===== src/rtl/sealer_pkg.sv =====
// Shared definitions for the sealer arbiter: FSM states, sock-type codes
// and the type validity check.
package sealer_pkg;

   typedef enum logic [2:0] {
      IDLE    = 3'd0,
      GRANT   = 3'd1,
      SEAL    = 3'd2,
      RELEASE = 3'd3,
      REJECT  = 3'd4,
      FAULT   = 3'd5
   } state_e;

   localparam logic [2:0] TYPE_BAJO  = 3'b001;
   localparam logic [2:0] TYPE_MEDIO = 3'b100;
   localparam logic [2:0] TYPE_ALTO  = 3'b111;

   // Codes arrive zero-extended so any TYPE_W up to 8 can share this check.
   function automatic logic is_valid_type(input logic [7:0] code);
      return (code == {5'b0, TYPE_BAJO}) || (code == {5'b0, TYPE_MEDIO}) ||
             (code == {5'b0, TYPE_ALTO});
   endfunction

endpackage


===== src/rtl/sealer_arbiter_rr_pick.sv =====
// Rotating priority encoder: first requesting line at or after rr_ptr,
// wrapping modulo N_REQ.
module rr_pick #(
   parameter  int N_REQ = 3,
   localparam int IDX_W = $clog2(N_REQ)
) (
   input  logic [N_REQ-1:0] req,
   input  logic [IDX_W-1:0] rr_ptr,
   output logic [IDX_W-1:0] winner,
   output logic             found
);

   logic [IDX_W-1:0] idx;

   always_comb begin
      winner = '0;
      found  = 1'b0;
      idx    = '0;
      // Walk from the farthest line back so the nearest requester writes last.
      for (int k = N_REQ - 1; k >= 0; k--) begin
         idx = IDX_W'((int'(rr_ptr) + k) % N_REQ);
         if (req[idx]) begin
            winner = idx;
            found  = 1'b1;
         end
      end
   end

endmodule


===== src/rtl/sealer_arbiter.sv =====
// Shares one sock sealer between N_REQ lines: round-robin grant, seal job
// sequencing with timeout fault, and done/reject pulses back to the winner.
module sealer_arbiter
   import sealer_pkg::*;
#(
   parameter int N_REQ    = 3,
   parameter int SEAL_MAX = 16,
   parameter int TYPE_W   = 3
) (
   input  logic                    clk,
   input  logic                    reset,
   input  logic [N_REQ-1:0]        req,
   input  logic [N_REQ*TYPE_W-1:0] type_in,
   input  logic                    stop,
   input  logic                    seal_done,
   input  logic                    fault_clr,
   output logic [N_REQ-1:0]        grant,
   output logic [TYPE_W-1:0]       seal_type,
   output logic                    seal_start,
   output logic                    conv_en,
   output logic [N_REQ-1:0]        done_pulse,
   output logic [N_REQ-1:0]        rej_pulse,
   output logic                    fault
);

   localparam int IDX_W = $clog2(N_REQ);
   localparam int TMR_W = $clog2(SEAL_MAX + 1);

   state_e              state_q, state_d;
   logic [IDX_W-1:0]    rr_ptr_q, rr_ptr_d, win_q, win_d, pick_idx, nxt_ptr;
   logic [TMR_W-1:0]    timer_q, timer_d;
   logic [TYPE_W-1:0]   seal_type_q, seal_type_d, cur_type;
   logic [N_REQ-1:0]    grant_q, grant_d, done_q, done_d, rej_q, rej_d, win_oh;
   logic                seal_start_q, seal_start_d, conv_en_q, conv_en_d;
   logic                fault_q, fault_d, pick_found;

   rr_pick #(.N_REQ(N_REQ)) u_pick (
      .req    (req),
      .rr_ptr (rr_ptr_q),
      .winner (pick_idx),
      .found  (pick_found)
   );

   assign cur_type = type_in[int'(pick_idx)*TYPE_W +: TYPE_W];
   assign nxt_ptr  = (win_q == IDX_W'(N_REQ - 1)) ? '0 : win_q + 1'b1;

   always_comb begin
      state_d     = state_q;
      rr_ptr_d    = rr_ptr_q;
      win_d       = win_q;
      timer_d     = timer_q;
      seal_type_d = seal_type_q;
      fault_d     = fault_q;
      case (state_q)
         IDLE: if (pick_found && !stop && !fault_q) begin
            win_d       = pick_idx;
            seal_type_d = cur_type;
            timer_d     = '0;
            state_d     = is_valid_type(8'(cur_type)) ? GRANT : REJECT;
         end
         GRANT: begin
            timer_d = timer_q + 1'b1;
            state_d = SEAL;
         end
         // seal_done takes priority over an expiring timer
         SEAL: if (seal_done) begin
            state_d = RELEASE;
         end else if (timer_q == TMR_W'(SEAL_MAX - 1)) begin
            state_d = FAULT;
            fault_d = 1'b1;
         end else begin
            timer_d = timer_q + 1'b1;
         end
         RELEASE, REJECT: begin
            state_d  = IDLE;
            rr_ptr_d = nxt_ptr;
         end
         FAULT: if (fault_clr) begin
            fault_d = 1'b0;
            state_d = IDLE;
         end
         default: state_d = IDLE;
      endcase

      // Outputs are registered, so decode them from the state being entered.
      win_oh        = '0;
      win_oh[win_d] = 1'b1;
      grant_d       = (state_d inside {GRANT, SEAL, RELEASE}) ? win_oh : '0;
      seal_start_d  = (state_d == GRANT);
      done_d        = (state_d == RELEASE) ? win_oh : '0;
      rej_d         = (state_d == REJECT) ? win_oh : '0;
      conv_en_d     = (state_d == IDLE) && !fault_d;
   end

   always_ff @(posedge clk) begin
      if (reset) begin
         state_q      <= IDLE;
         rr_ptr_q     <= '0;
         win_q        <= '0;
         timer_q      <= '0;
         seal_type_q  <= '0;
         fault_q      <= 1'b0;
         grant_q      <= '0;
         seal_start_q <= 1'b0;
         done_q       <= '0;
         rej_q        <= '0;
         conv_en_q    <= 1'b1;
      end else begin
         state_q      <= state_d;
         rr_ptr_q     <= rr_ptr_d;
         win_q        <= win_d;
         timer_q      <= timer_d;
         seal_type_q  <= seal_type_d;
         fault_q      <= fault_d;
         grant_q      <= grant_d;
         seal_start_q <= seal_start_d;
         done_q       <= done_d;
         rej_q        <= rej_d;
         conv_en_q    <= conv_en_d;
      end
   end

   assign grant      = grant_q;
   assign seal_type  = seal_type_q;
   assign seal_start = seal_start_q;
   assign conv_en    = conv_en_q;
   assign done_pulse = done_q;
   assign rej_pulse  = rej_q;
   assign fault      = fault_q;

endmodule


===== config.mk =====
export PLATFORM = sky130hd
export DESIGN_NAME = sealer_arbiter
export DESIGN_NICKNAME = d
export VERILOG_FILES = /design/src/rtl/sealer_pkg.sv /design/src/rtl/sealer_arbiter_rr_pick.sv /design/src/rtl/sealer_arbiter.sv
export SDC_FILE = /design/constraint.sdc
export NUM_CORES = 1
export LEC_CHECK = 0
export BUFFER_PORTS_ARGS = -buffer_cell sky130_fd_sc_hd__buf_2
export CAP_MARGIN = 20
export CORE_MARGIN = 2
export CORE_UTILIZATION = 50
export DETAILED_ROUTE_END_ITERATION = 10
export PLACE_DENSITY = 0.75
export SYNTH_ARGS = -nofsm -noshare
export SYNTH_HDL_FRONTEND = slang
export SYNTH_SLANG_ARGS = --single-unit

===== constraint.sdc =====
create_clock -name clk -period 3 [get_ports clk]
set_clock_uncertainty 0.1 [all_clocks]
set_input_delay 0.45 -clock clk [delete_from_list [all_inputs] [get_ports clk]]
set_output_delay 0.45 -clock clk [all_outputs]
set_load 0.005 [all_outputs]

Yosys cells after proc, flatten, opt, wreduce, memory -nomap -nowiden

Cells that the tools add are included.

Register bits: 27
Input port bits: 17
Output and inout bits: 15

$add $sub $neg: 4
Multipliers: 1
Div/mod/pow operators: 3
Order comparisons: 5
Equal/unequal tests: 17
Shift-type cells: 1
Muxes and demuxes: 31
Bitwise operators: 3
Reduce and logical (&&, ||, !) cells: 19

Operators with widths:

| kind                                                        | number |
|---|---|
| remainder unit 32 x 3 -> 32 bit (second input constant)     | 2 |
| remainder unit 3 x 3 -> 32 bit (second input constant)      | 1 |
| == test 3 bit (second input constant)                       | 5 |
| 2-to-1 mux 3 bit                                            | 5 |
| 2-to-1 mux 5 bit                                            | 3 |
| one-hot mux 5 bit (3 select lines)                          | 1 |
| == test 3 x 2 -> 1 bit (second input constant)              | 4 |
| less-than comparator 2 x 3 -> 1 bit (second input constant) | 4 |
| 2-to-1 mux 2 bit                                            | 6 |
| one-hot mux 3 bit (4 select lines)                          | 1 |
| 2-to-1 mux 1 bit                                            | 10 |
| == test 3 x 1 -> 1 bit (second input constant)              | 3 |
| indexed part select 9 x 5 -> 3 bit                          | 1 |
| OR reduction 2 bit                                          | 4 |
| binary-select mux 1 bit (select 2 bit)                      | 3 |
| logical NOT 3 bit                                           | 2 |
| != test 2 bit (second input constant)                       | 3 |
| nonzero test 3 bit                                          | 2 |
| adder 5 x 1 -> 5 bit (second input constant)                | 1 |
| == test 5 x 4 -> 1 bit (second input constant)              | 1 |
| logical AND 1 bit                                           | 4 |
| multiplier 2 x 2 -> 4 bit (second input constant)           | 1 |
| AND reduction 4 bit                                         | 1 |
| adder 2 x 1 -> 3 bit (second input constant)                | 1 |
| other kinds (10)                                            | 15 |

Longest topological paths before layout

Gate-level depths: netlist (run 1).

Word-level depth: 19
Mapped depth: 10

Modules after synthesis

Synthesis (run 1) repeated with hierarchy kept, for this count alone.

Cell total of the unflattened synthesis: 169
Area, all modules: 1487.7 um^2

Modules (own cells, without submodules):

| module         | instances | cells an instance | area an instance (um^2) | seq. area each (um^2) |
|---|---|---|---|---|
| sealer_arbiter | 1         | 140               | 1265.0                  | 540.5 |
| rr_pick        | 1         | 29                | 222.7                   | 0.0 |

Worst setup path before layout (run 1)

OpenSTA, ideal clock, no wires.

Path kind: reg-to-reg
Start point: reg rr_ptr_q[0]
End point: reg grant_q[0], in the netlist grant[0]
Setup time: 0.066 ns
Arrival time: 2.285 ns
Required time: 2.834 ns
Path slack: 0.549 ns
Stages on the path, launching flop included: 10
Path buffers: 0
Period minus slack after synthesis: 2.451 ns
Path through: dfxtp_1 -> inv_1 -> ha_1 -> nor4b_2 -> o31ai_4 -> nor2_1 -> a31oi_1 -> or4b_1 -> o211a_1 -> nor2_1

Longest elaborated chain between the ends: 19

Ends and longest elaborated chain:

| element                                                                 | RTL line                     | text |
|---|---|---|
| start: declaration                                                      | sealer_arbiter.sv:30         | `logic [IDX_W-1:0] rr_ptr_q, rr_ptr_d, win_q, win_d, pick_idx, nxt_ptr;` |
| start signal: assignment                                                | sealer_arbiter.sv:110        | `rr_ptr_q <= rr_ptr_d;` |
| adder 2 x 2 -> 3 bit                                                    | sealer_arbiter_rr_pick.sv:21 | `idx = IDX_W'((int'(rr_ptr) + k) % N_REQ);` |
| remainder unit 32 x 3 -> 32 bit                                         | sealer_arbiter_rr_pick.sv:21 |  |
| binary-select mux 1 bit (select 2 bit)                                  | sealer_arbiter_rr_pick.sv:22 | `if (req[idx]) begin` |
| 2-to-1 mux 1 bit (implied by the code)                                  | sealer_arbiter_rr_pick.sv:22 |  |
| 2-to-1 mux 2 bit (3 in series)                                          | sealer_arbiter_rr_pick.sv:22 |  |
| multiplier 2 x 2 -> 4 bit                                               | sealer_arbiter.sv:44         | `assign cur_type = type_in[int'(pick_idx)*TYPE_W +: TYPE_W];` |
| indexed part select 9 x 5 -> 3 bit                                      | sealer_arbiter.sv:44         |  |
| == test 3 x 1 -> 1 bit / == test 3 bit (equally long branches)          | sealer_pkg.sv:20             | `return (code == {5'b0, TYPE_BAJO}) \|\| (code == {5'b0, TYPE_MEDIO}) \|\|` |
| logical OR 1 bit (2 in series)                                          | sealer_pkg.sv:20             |  |
| 2-to-1 mux 3 bit                                                        | sealer_arbiter.sv:59         | `state_d = is_valid_type(8'(cur_type)) ? GRANT : REJECT;` |
| 2-to-1 mux 3 bit                                                        | sealer_arbiter.sv:55         | `IDLE: if (pick_found && !stop && !fault_q) begin` |
| one-hot mux 3 bit (4 select lines)                                      | sealer_arbiter.sv:54         | `case (state_q)` |
| == test 3 x 1 -> 1 bit / == test 3 x 2 -> 1 bit (equally long branches) | sealer_arbiter.sv:88         | `grant_d = (state_d inside {GRANT, SEAL, RELEASE}) ? win_oh : '0;` |
| nonzero test 3 bit                                                      | sealer_arbiter.sv:88         |  |
| inverter 1 bit (no line)                                                | --                           |  |
| OR reduction 2 bit (no line)                                            | --                           |  |
| end signal: assignment                                                  | sealer_arbiter.sv:115        | `grant_q <= grant_d;` |
| end: declaration                                                        | sealer_arbiter.sv:33         | `logic [N_REQ-1:0] grant_q, grant_d, done_q, done_d, rej_q, rej_d, win_oh;` |

Several ways; a longest one is shown, not always the timed one. The select of a mux whose other input is x is not followed.
A chain may end at the register's enable or synchronous reset.

Worst setup path after layout (run 1)

Ends and elaborated chain as after synthesis.

==> results.tsv, run 1 <==
stage	metric	value	unit
run_status	status	finished, final reports clean	
detailed_routing	vias_per_cell	5.67	
floorplan	start_util	0.524	
cts	cts_hold_buf	0	
floorplan	core.rowCount	19	
global_route	antenna_found_initial	0	
yosys	synth.distinct_cells	44	
detailed_routing	drt_iter0_markers	65	
sta	finalSetupTns	0	ns
floorplan	dieArea	3310	µm²
sta	worst_pin_slew	0.506	ns
detailed_routing	ant_nets	0	
detailed_routing	wl	3070	µm
cts	cts_tree	done	
floorplan	core	2730	µm²
sta	min_period	2.74	ns
placed_design	io_buffers	31	
yosys	synth_warnings	0	
floorplan	io_pins	32	
yosys	synth_area	1430	µm²
detailed_routing	via_count	1316	
cts	cts_inserted_buffers	3	
sta	rsz0062_at_grt	no	
setup_path	arrival	2.93	ns
power	powerDensity	537	nW/µm²
power	p_int	0.573	mW
power	power.leakage	0.717	nW
final_layout	multi_input_area	817	µm²
sta	timing.final.crit_share	0.914	
floorplan	die_y	57.5	µm
placed_design	hpwlAfterDp	2410	µm
sta	fmax	365	MHz
cts	cts_resized	0	
setup_path	cp_max_fo	9	
global_route	grt_pass1_wl	5220	µm
power	pwr-share-comb	0.332	
placed_design	gp_congestion	0.900	
detailed_routing	drc	0	
final_layout	diodes	0	
yosys	synth_nets	194	
cts	clkSinkCount	27	
setup_path	cp-end-kind	flip-flop	
sta	setup_ws	0.258	ns
cts	post_cts_buffers	0	
yosys	synth-seq-area-share	0.377	
cts	cts_buffer_depth	2	
yosys	ys_dominant_reg_cell	dfxtp_1	
cts	cts.clk_slew.worst_paths	0.15	ns
power	power_switching	0.303	mW
yosys	synth-async-reset-ratio	0	
yosys	synth-seq-cells	27	
flow_run	maxCapViolCount	0	
final_layout	n_fill_cell	249	
global_route	grt_pass1_vias	1245	
sta	setup_viol	0	
power	seq_power_share	0.478	
global_route	grt_max_degree	18	
final_layout	register_area	541	µm²
placed_design	preCtsSetupSlack	0.273	ns
final_layout	nets	223	
global_route	grt_use_total	0.199	
power	pwr-share-clk	0.190	
sta	finalHoldViolCount	0	
final_layout	drive_above_1_share	0.214	
setup_path	start_kind	flip-flop	
setup_path	path_class	reg -> reg	
detailed_routing	wire_per_inst	13.2	µm
global_route	grt-ovfl-total	0	
power	swShare	0.346	
cts	htree_levels	1	
sta	slew_violations	0	
yosys	postSynthCellCount	173	
yosys	synth-edff-count	0	
floorplan	die_w	57.5	µm
detailed_routing	first_pass_iters	4	
cts	cts_root_buf	clkbuf_4	
yosys	syn_avg_cell_area	8.28	µm²
power	ir_worst_vdd	0.000575	V
setup_path	critPathRequiredTime	3.18	ns
final_layout	area_growth_syn_to_layout	13.9	%
cts	clk-insertion-delay-late	0.33	ns
sta	relSlewSlack	0.659	
min_path	min_path_type	in -> reg	
==> cells by family after synthesis <==
logic type               synth area share
AND/OR/NAND/NOR                     0.247
AO/OA/AOI/OAI                       0.210
flip-flops                          0.377
buffers and inverters              0.0524
XOR/XNOR                           0.0367
multiplexers                       0.0419
adder cells (fa/ha/maj)            0.0349
==> cell usage in the layout, fill, tap and decap left out, types with 3 or more instances in the layout <==
cell type | Yosys | final
buf_2 | 3 | 31
a31oi_1 | 3 | 3
ha_1 | 4 | 4
inv_1 | 11 | 11
nor3b_1 | 5 | 5
clkbuf_4 | 0 | 3
nor2_1 | 30 | 30
a211oi_1 | 3 | 3
dfxtp_1 | 27 | 27
o21ai_0 | 7 | 7
nand4_1 | 3 | 3
nor3_1 | 5 | 5
mux2i_1 | 6 | 6
nand2_1 | 12 | 12
nand3_1 | 3 | 3
a21o_1 | 4 | 4
xnor2_1 | 5 | 5
a21oi_1 | 9 | 9
==> cell usage after synthesis (2+ instances only) <==
master | count | share of area
buf_2 | 3 | 0.010
nor2_1 | 30 | 0.079
inv_1 | 11 | 0.029
a211oi_1 | 3 | 0.016
a21o_1 | 4 | 0.021
o21a_1 | 2 | 0.010
nand2_1 | 12 | 0.031
nor3b_1 | 5 | 0.026
or3_1 | 2 | 0.0087
nand3_1 | 3 | 0.010
nor3_1 | 5 | 0.017
ha_1 | 4 | 0.035
o21ai_0 | 7 | 0.024
dfxtp_1 | 27 | 0.38
nand4_1 | 3 | 0.013
a31oi_1 | 3 | 0.013
clkbuf_1 | 5 | 0.013
a21oi_1 | 9 | 0.031
xnor2_1 | 5 | 0.031
mux2i_1 | 6 | 0.042
==> critical path, stage by stage, from the launching register on <==
cell     delay, ns
dfxtp_1       0.36
inv_1         0.05
ha_1          0.36
nor4b_2       0.20
o31ai_4       0.39
nor2_1        0.09
a31oi_1       0.38
or4b_1        0.49
o211a_1       0.17
nor2_1        0.10
==> cell type report <==
cell class / count / area share
clock buffers: 3 / 0.0138
inverters: 11 / 0.0253
clock inverters: 1 / 0.00537
well taps: 31 / 0.0238
multi-input cells: 127 / 0.501
flip-flops and latches: 27 / 0.331
repair buffers: 32 / 0.0997
==> through the flow <==
step                total power, mW  hold WS [ns]  std cells  cell area (µm²)  utilization
floorplan                     0.641         0.360        173             1430            -
global placement              0.708         0.372        228             1600        0.585
detailed placement            0.715         0.391        228             1600        0.585
CTS                           0.881         0.334        232             1630        0.597
global route                  0.932         0.325        232             1630        0.597
finish                        0.876         0.345        232             1630        0.597
==> state kept, by name, indices dropped and copies added, names as in the netlist <==
register    flops
conv_en         1
seal_type       3
win_q           2
timer_q         5
grant           3
seal_start      1
state_q         3
done_pulse      3
rr_ptr_q        2
rej_pulse       3
fault           1
==> final timing paths <==
path / startpoint / endpoint / slack, ns / cells past startpoint
min reg2reg: timer_q[4] / timer_q[4] / 0.42 / 2
max: rr_ptr_q[0] / grant[0] / 0.26 / 9
max reg2reg: rr_ptr_q[0] / grant[0] / 0.26 / 9
min: reset / rr_ptr_q[1] / 0.34 / 2
==> power groups by stage <==
stage	combinational (mW)	clock, mW	sequential, mW
6_report	0.291	0.167	0.419
5_1_grt	0.324	0.184	0.424
4_1_cts	0.291	0.172	0.419
3_5_place_dp	0.289	0	0.426
3_3_place_gp	0.284	0	0.425
2_1_floorplan	0.227	0	0.414
==> per-layer routing <==
layer	GRT usage	share of wire	vias to the layer above
met2	0.364	0.51	29
met5	0	0	-
met4	0.0698	0.017	0
li1	-	-	664
met3	0.0363	0.037	6
met1	0.228	0.43	617
Power figures use the tool's default switching activity.
==> run 2: changes to the inputs <==
Settings changed: ABC_AREA set to 1, PLACE_DENSITY 0.75 to 0.74.
==> results.tsv, run 2 <==
stage	metric	value	unit
setup_path	crit_chain	inv_1, ha_1, inv_2, nand3_2, nand2_2, nor3_1, nand2_1, nand2_2, nor3_4, nand3_1, o21ai_1, inv_1, nand2_1, nor2_1	
detailed_routing	first_pass_iters	4	
detailed_routing	vias_per_cell	4.96	
global_route	grt_pass1_wl	4930	µm
detailed_routing	drc	0	
global_route	grt_use_total	0.182	
yosys	synth.distinct_cells	31	
setup_path	path_class	reg -> reg	
cts	clkSinkCount	27	
final_layout	largest_reg_flops	5	
setup_path	arrival	2.61	ns
global_route	grt_pass1_vias	1205	
yosys	yosysMostFrequentCell	nand2_1	
yosys	postSynthCellCount	204	
setup_path	slowest_delay	0.40	ns
setup_path	cp-end-kind	flip-flop	
yosys	synth_area_leaders	dfxtp_1, nand2_1, inv_1	
yosys	synth_warnings	0	
global_route	antenna_found_initial	0	
sta	setup_viol	0	
floorplan	core.rowCount	20	
setup_path	critPathRequiredTime	3.14	ns
final_layout	layout.cells.non_filler	270	
placed_design	dp.cells	266	
detailed_routing	wire_per_inst	10.2	µm
yosys	synth-edff-count	0	
sta	min_period	2.46	ns
detailed_routing	wl_met1	1360	µm
floorplan	dieArea	3500	µm²
yosys	yosys-top-cells-count	nand2_1, inv_1, dfxtp_1, nor2_1, nand3_1	
floorplan	start_util	0.511	
floorplan	io_pins	32	
sta	slew_violations	0	
min_path	min_path_type	in -> reg	
cts	cts_hold_buf	0	
cts	cts_root_buf	clkbuf_4	
setup_path	slowest_stage	nor3_4	
power	ir_worst_vdd	0.000450	V
detailed_routing	wl	2770	µm
detailed_routing	ant_nets	0	
yosys	synth_area	1520	µm²
power	powerDensity	973	nW/µm²
detailed_routing	highest_layer	met4	
yosys	yosys.area.top_type	dfxtp_1	
placed_design	io_buffers	31	
final_layout	diodes	0	
global_route	grt-ovfl-total	0	
floorplan	die_w	59.2	µm
yosys	synth-async-reset-ratio	0	
detailed_routing	dr_wl_met3	114	µm
placed_design	gp_congestion	0.832	
cts	cts_inserted_buffers	3	
placed_design	hpwlAfterDp	2260	µm
detailed_routing	via_count	1338	
yosys	synth-seq-cells	27	
yosys	synth_nets	225	
sta	fmax	406	MHz
setup_path	cp_max_fo	13	
floorplan	core	2980	µm²
cts	cts_tree	done	
final_layout	nets	259	
setup_path	start_kind	flip-flop	
global_route	grt_max_degree	15	
run_status	status	finished, final reports clean	
detailed_routing	wl_met2	1260	µm
cts	cts.clk_slew.worst_paths	0.15	ns
cts	cts_resized	0	
yosys	synth-seq-area-share	0.355	
yosys	synth.top_cell.area_share	0.355	
final_layout	area_growth_syn_to_layout	13.2	%
cts	post_cts_buffers	0	
yosys	ys_dominant_reg_cell	dfxtp_1	
sta	relSlewSlack	0.670	
cts	htree_levels	1	
sta	timing.final.crit_share	0.821	
final_layout	drive_above_1_share	0.308	
yosys	syn_avg_cell_area	7.46	µm²
cts	clk-insertion-delay-late	0.33	ns
sta	finalHoldViolCount	0	
flow_run	maxCapViolCount	0	
sta	worst_pin_slew	0.493	ns
cts	cts_buffer_depth	2	
floorplan	die_y	59.2	µm
power	power.leakage	0.860	nW
detailed_routing	drt_iter0_markers	29	
final_layout	layout_common_cells	nand2_1, buf_2, inv_1, dfxtp_1, nor2_1	
power	total_power	1.68	mW
sta	finalSetupTns	0	ns
sta	rsz0062_at_grt	no	
sta	holdWs	0.309	ns
final_layout	top_register	timer_q	
==> run 2: layout make-up <==
type / count / area, µm²
well taps: 33 / 41.3
fillers: 276 / 1260
multi-input cells: 142 / 830
inverters: 33 / 129
flip-flops and latches: 27 / 541
clock buffers: 4 / 26.3
repair buffers: 31 / 155
==> run 2: cell families (layout without fill, tap and decap cells) <==
group / count (synthesis) / in the layout / share of synthesized area
flip-flops: 27 / 27 / 0.355
buffers and inverters: 35 / 68 / 0.0995
adder cells (fa/ha/maj): 4 / 4 / 0.0329
AND/OR/NAND/NOR: 110 / 110 / 0.410
XOR/XNOR: 1 / 1 / 0.00576
AO/OA/AOI/OAI: 27 / 27 / 0.0970
==> run 2: worst paths after layout <==
| kind | from | to | slack [ns] | depth (start not counted) |
|---|---|---|---|---|
| setup / recovery | rr_ptr_q[0] | grant[0] | 0.54 | 14 |
| hold / removal | type_in[6] | seal_type[0] | 0.31 | 3 |
| setup reg to reg | rr_ptr_q[0] | grant[0] | 0.54 | 14 |
| hold reg to reg | timer_q[4] | timer_q[4] | 0.38 | 2 |
==> run 2: metal layers <==
metal | vias to the layer above | track usage
met2 | 26 | 0.306
met5 | - | 0
met4 | 0 | 0.0487
li1 | 722 | -
met1 | 586 | 0.238
met3 | 4 | 0.0349
==> run 2: worst max-delay path: cells and delay by family, from the launching register on <==
| kind | cells | cell delay (ns) |
|---|---|---|
| and+or+nand+nor | 9 | 1.14 |
| DFF | 1 | 0.36 |
| buffers and inverters | 3 | 0.26 |
| adders and majority gates | 1 | 0.35 |
| AOI/OAI and AO/OA | 1 | 0.16 |
==> run 2: power by group <==
| group | switching (mW) | internal (mW) | total [mW] |
|---|---|---|---|
| clock | 0.105 | 0.0521 | 0.157 |
| sequential | 0.0559 | 0.468 | 0.524 |
| combinational | 0.643 | 0.353 | 0.995 |
| total | 0.803 | 0.872 | 1.68 |
==> run 2: stage by stage <==
| stage | setup slack, ns | cell area (µm²) | utilization |
|---|---|---|---|
| floorplan | 0.855 | 1520 | - |
| global placement | 0.605 | 1700 | 0.569 |
| detailed placement | 0.547 | 1700 | 0.569 |
| CTS | 0.513 | 1720 | 0.578 |
| global route | 0.179 | 1720 | 0.578 |
| finish | 0.536 | 1720 | 0.578 |
==> run 3: changes to the inputs <==
Clock period 3 ns to 2.4 ns, I/O delays scaled along.
==> results.tsv, run 3 (synthesized netlist as in run 2, its figures left out) <==
stage	metric	value	unit
run_status	status	finished, final reports clean	
setup_path	slowest_stage	dfxtp_4	
cts	clkSinkCount	27	
sta	slew_violations	0	
final_layout	diodes	0	
cts	htree_levels	1	
setup_path	critPathTopFamily	simple AND/OR/NAND/NOR gates	
floorplan	start_util	0.511	
sta	worst_pin_slew	0.325	ns
setup_path	cp_max_fo	6	
setup_path	r2r-start	rr_ptr_q[0]	
setup_path	r2r_setup_slack	0.07	ns
final_layout	register_area	546	µm²
sta	timing.final.crit_share	0.969	
floorplan	io_pins	32	
power	powerDensity	1240	nW/µm²
setup_path	path_buf_inv	3	
setup_path	arrival	2.49	ns
floorplan	die_w	59.2	µm
setup_path	timing.rr.end	rej_pulse[0]	
detailed_routing	first_pass_iters	4	
sta	finalHoldViolCount	0	
setup_path	crit_chain	inv_2, ha_4, inv_4, nand2_4, nand3_4, nand2_4, nor3_1, nand2_1, nand2_2, nor3_4, buf_6, nand4_4, or2_4, nor2_2	
global_route	antenna_found_initial	0	
placed_design	hpwlAfterDp	2370	µm
global_route	grt_pass1_vias	1237	
cts	cts.clk_slew.worst_paths	0.13	ns
cts	cts_hold_buf	0	
cts	cts_tree	done	
placed_design	dp.cells	267	
cts	clk-insertion-delay-late	0.32	ns
min_path	worstHoldEndpoint	seal_type[0]	
detailed_routing	drt_iter0_markers	37	
cts	cts_inserted_buffers	3	
min_path	whs_path_depth	3	
detailed_routing	via_count	1361	
sta	relSlewSlack	0.781	
power	ir_worst_vdd	0.000777	V
setup_path	cp-end-kind	flip-flop	
power	power.leakage	0.898	nW
final_layout	area_growth_syn_to_layout	21.1	%
global_route	grt_max_degree	16	
detailed_routing	ant_nets	0	
final_layout	largest_reg_flops	5	
final_layout	layout.cells.non_filler	274	
placed_design	io_buffers	31	
setup_path	path_class	reg -> reg	
final_layout	multi_input_area	906	µm²
sta	min_period	2.33	ns
min_path	min_path_type	in -> reg	
final_layout	layout_common_cells	buf_2, nand2_1, dfxtp_1, inv_1, nor2_1	
setup_path	r2r_cells	14	
detailed_routing	drc	0	
detailed_routing	wl	2950	µm
cts	cts_buffer_depth	2	
floorplan	dieArea	3500	µm²
sta	fmax	430	MHz
min_path	hp-start	type_in[6]	
cts	cts_root_buf	clkbuf_4	
final_layout	nets	263	
flow_run	maxCapViolCount	0	
global_route	grt-ovfl-total	0	
sta	setup_ws	0.0739	ns
detailed_routing	wire_per_inst	10.8	µm
final_layout	n_fill_cell	277	
sta	setup_viol	0	
global_route	grt_pass1_wl	4960	µm
final_layout	top_register	timer_q	
setup_path	start_kind	flip-flop	
setup_path	crit_top_cell	nand2_4	
floorplan	core.rowCount	20	
placed_design	gp_congestion	0.804	
floorplan	die_y	59.2	µm
placed_design	preCtsSetupSlack	0.0322	ns
final_layout	mostFrequentLayoutCell	buf_2	
setup_path	critPathRequiredTime	2.56	ns
final_layout	drive_above_1_share	0.386	
setup_path	slowest_delay	0.39	ns
detailed_routing	vias_per_cell	4.97	
floorplan	core	2980	µm²
global_route	grt_use_total	0.180	
==> run 3: final cells by class <==
cell class              instances  area share
clock buffers                   3      0.0122
repair buffers                 35       0.103
well taps                      33      0.0224
inverters                      33      0.0726
multi-input cells             142       0.492
clock inverters                 1     0.00272
flip-flops and latches         27       0.296
==> run 3: report_power, final <==
group / leakage [nW] / switching, mW / internal, mW
clock network: 0.0177 / 0.124 / 0.0624
logic: 0.659 / 0.890 / 0.547
registers: 0.221 / 0.0794 / 0.588
==> run 3: worst reg2reg max path: stages (launching register included) <==
cell	delay [ns]
dfxtp_4	0.39
inv_2	0.05
ha_4	0.29
inv_4	0.06
nand2_4	0.06
nand3_4	0.10
nand2_4	0.10
nor3_1	0.05
nand2_1	0.08
nand2_2	0.07
nor3_4	0.31
buf_6	0.17
nand4_4	0.09
or2_4	0.29
nor2_2	0.08
==> run 3: how the worst max path moves through the flow <==
| stage | startpoint | endpoint | slack [ns] | depth (start not counted) |
|---|---|---|---|---|
| after CTS | rr_ptr_q[0] | conv_en | 0.02 | 20 |
| after global routing | rr_ptr_q[0] | rej_pulse[2] | -0.05 | 14 |
| after floorplan | rr_ptr_q[0] | rej_pulse[0] | 0.26 | 16 |
| after detailed placement | rr_ptr_q[0] | conv_en | 0.03 | 19 |
| final | rr_ptr_q[0] | rej_pulse[0] | 0.07 | 14 |
| after global placement | rr_ptr_q[0] | rej_pulse[2] | 0.05 | 16 |
==> run 3: timing repair <==
| item | CTS | global route |
|---|---|---|
| endpoints found under the setup margin | 5 | 18 |
| setup buffers | 0 | 3 |
| resized for setup | 1 | 24 |
| pin swaps | 0 | 11 |
==> run 3: stage by stage <==
stage | area, µm² | power, mW | util | TNS, ns | hold WS, ns
finish | 1840 | 2.29 | 0.619 | 0 | 0.232
global route | 1840 | 2.50 | 0.619 | -0.167 | 0.229
detailed placement | 1700 | 1.95 | 0.572 | 0 | 0.356
floorplan | 1520 | 1.68 | - | 0 | 0.335
global placement | 1700 | 1.92 | 0.572 | 0 | 0.354
CTS | 1730 | 2.14 | 0.581 | 0 | 0.224
==> run 3: per-layer routing <==
metal | routed length (µm) | track usage
met5 | 0 | 0
met4 | 36 | 0.0390
met3 | 104 | 0.0393
met2 | 1380 | 0.314
met1 | 1430 | 0.227
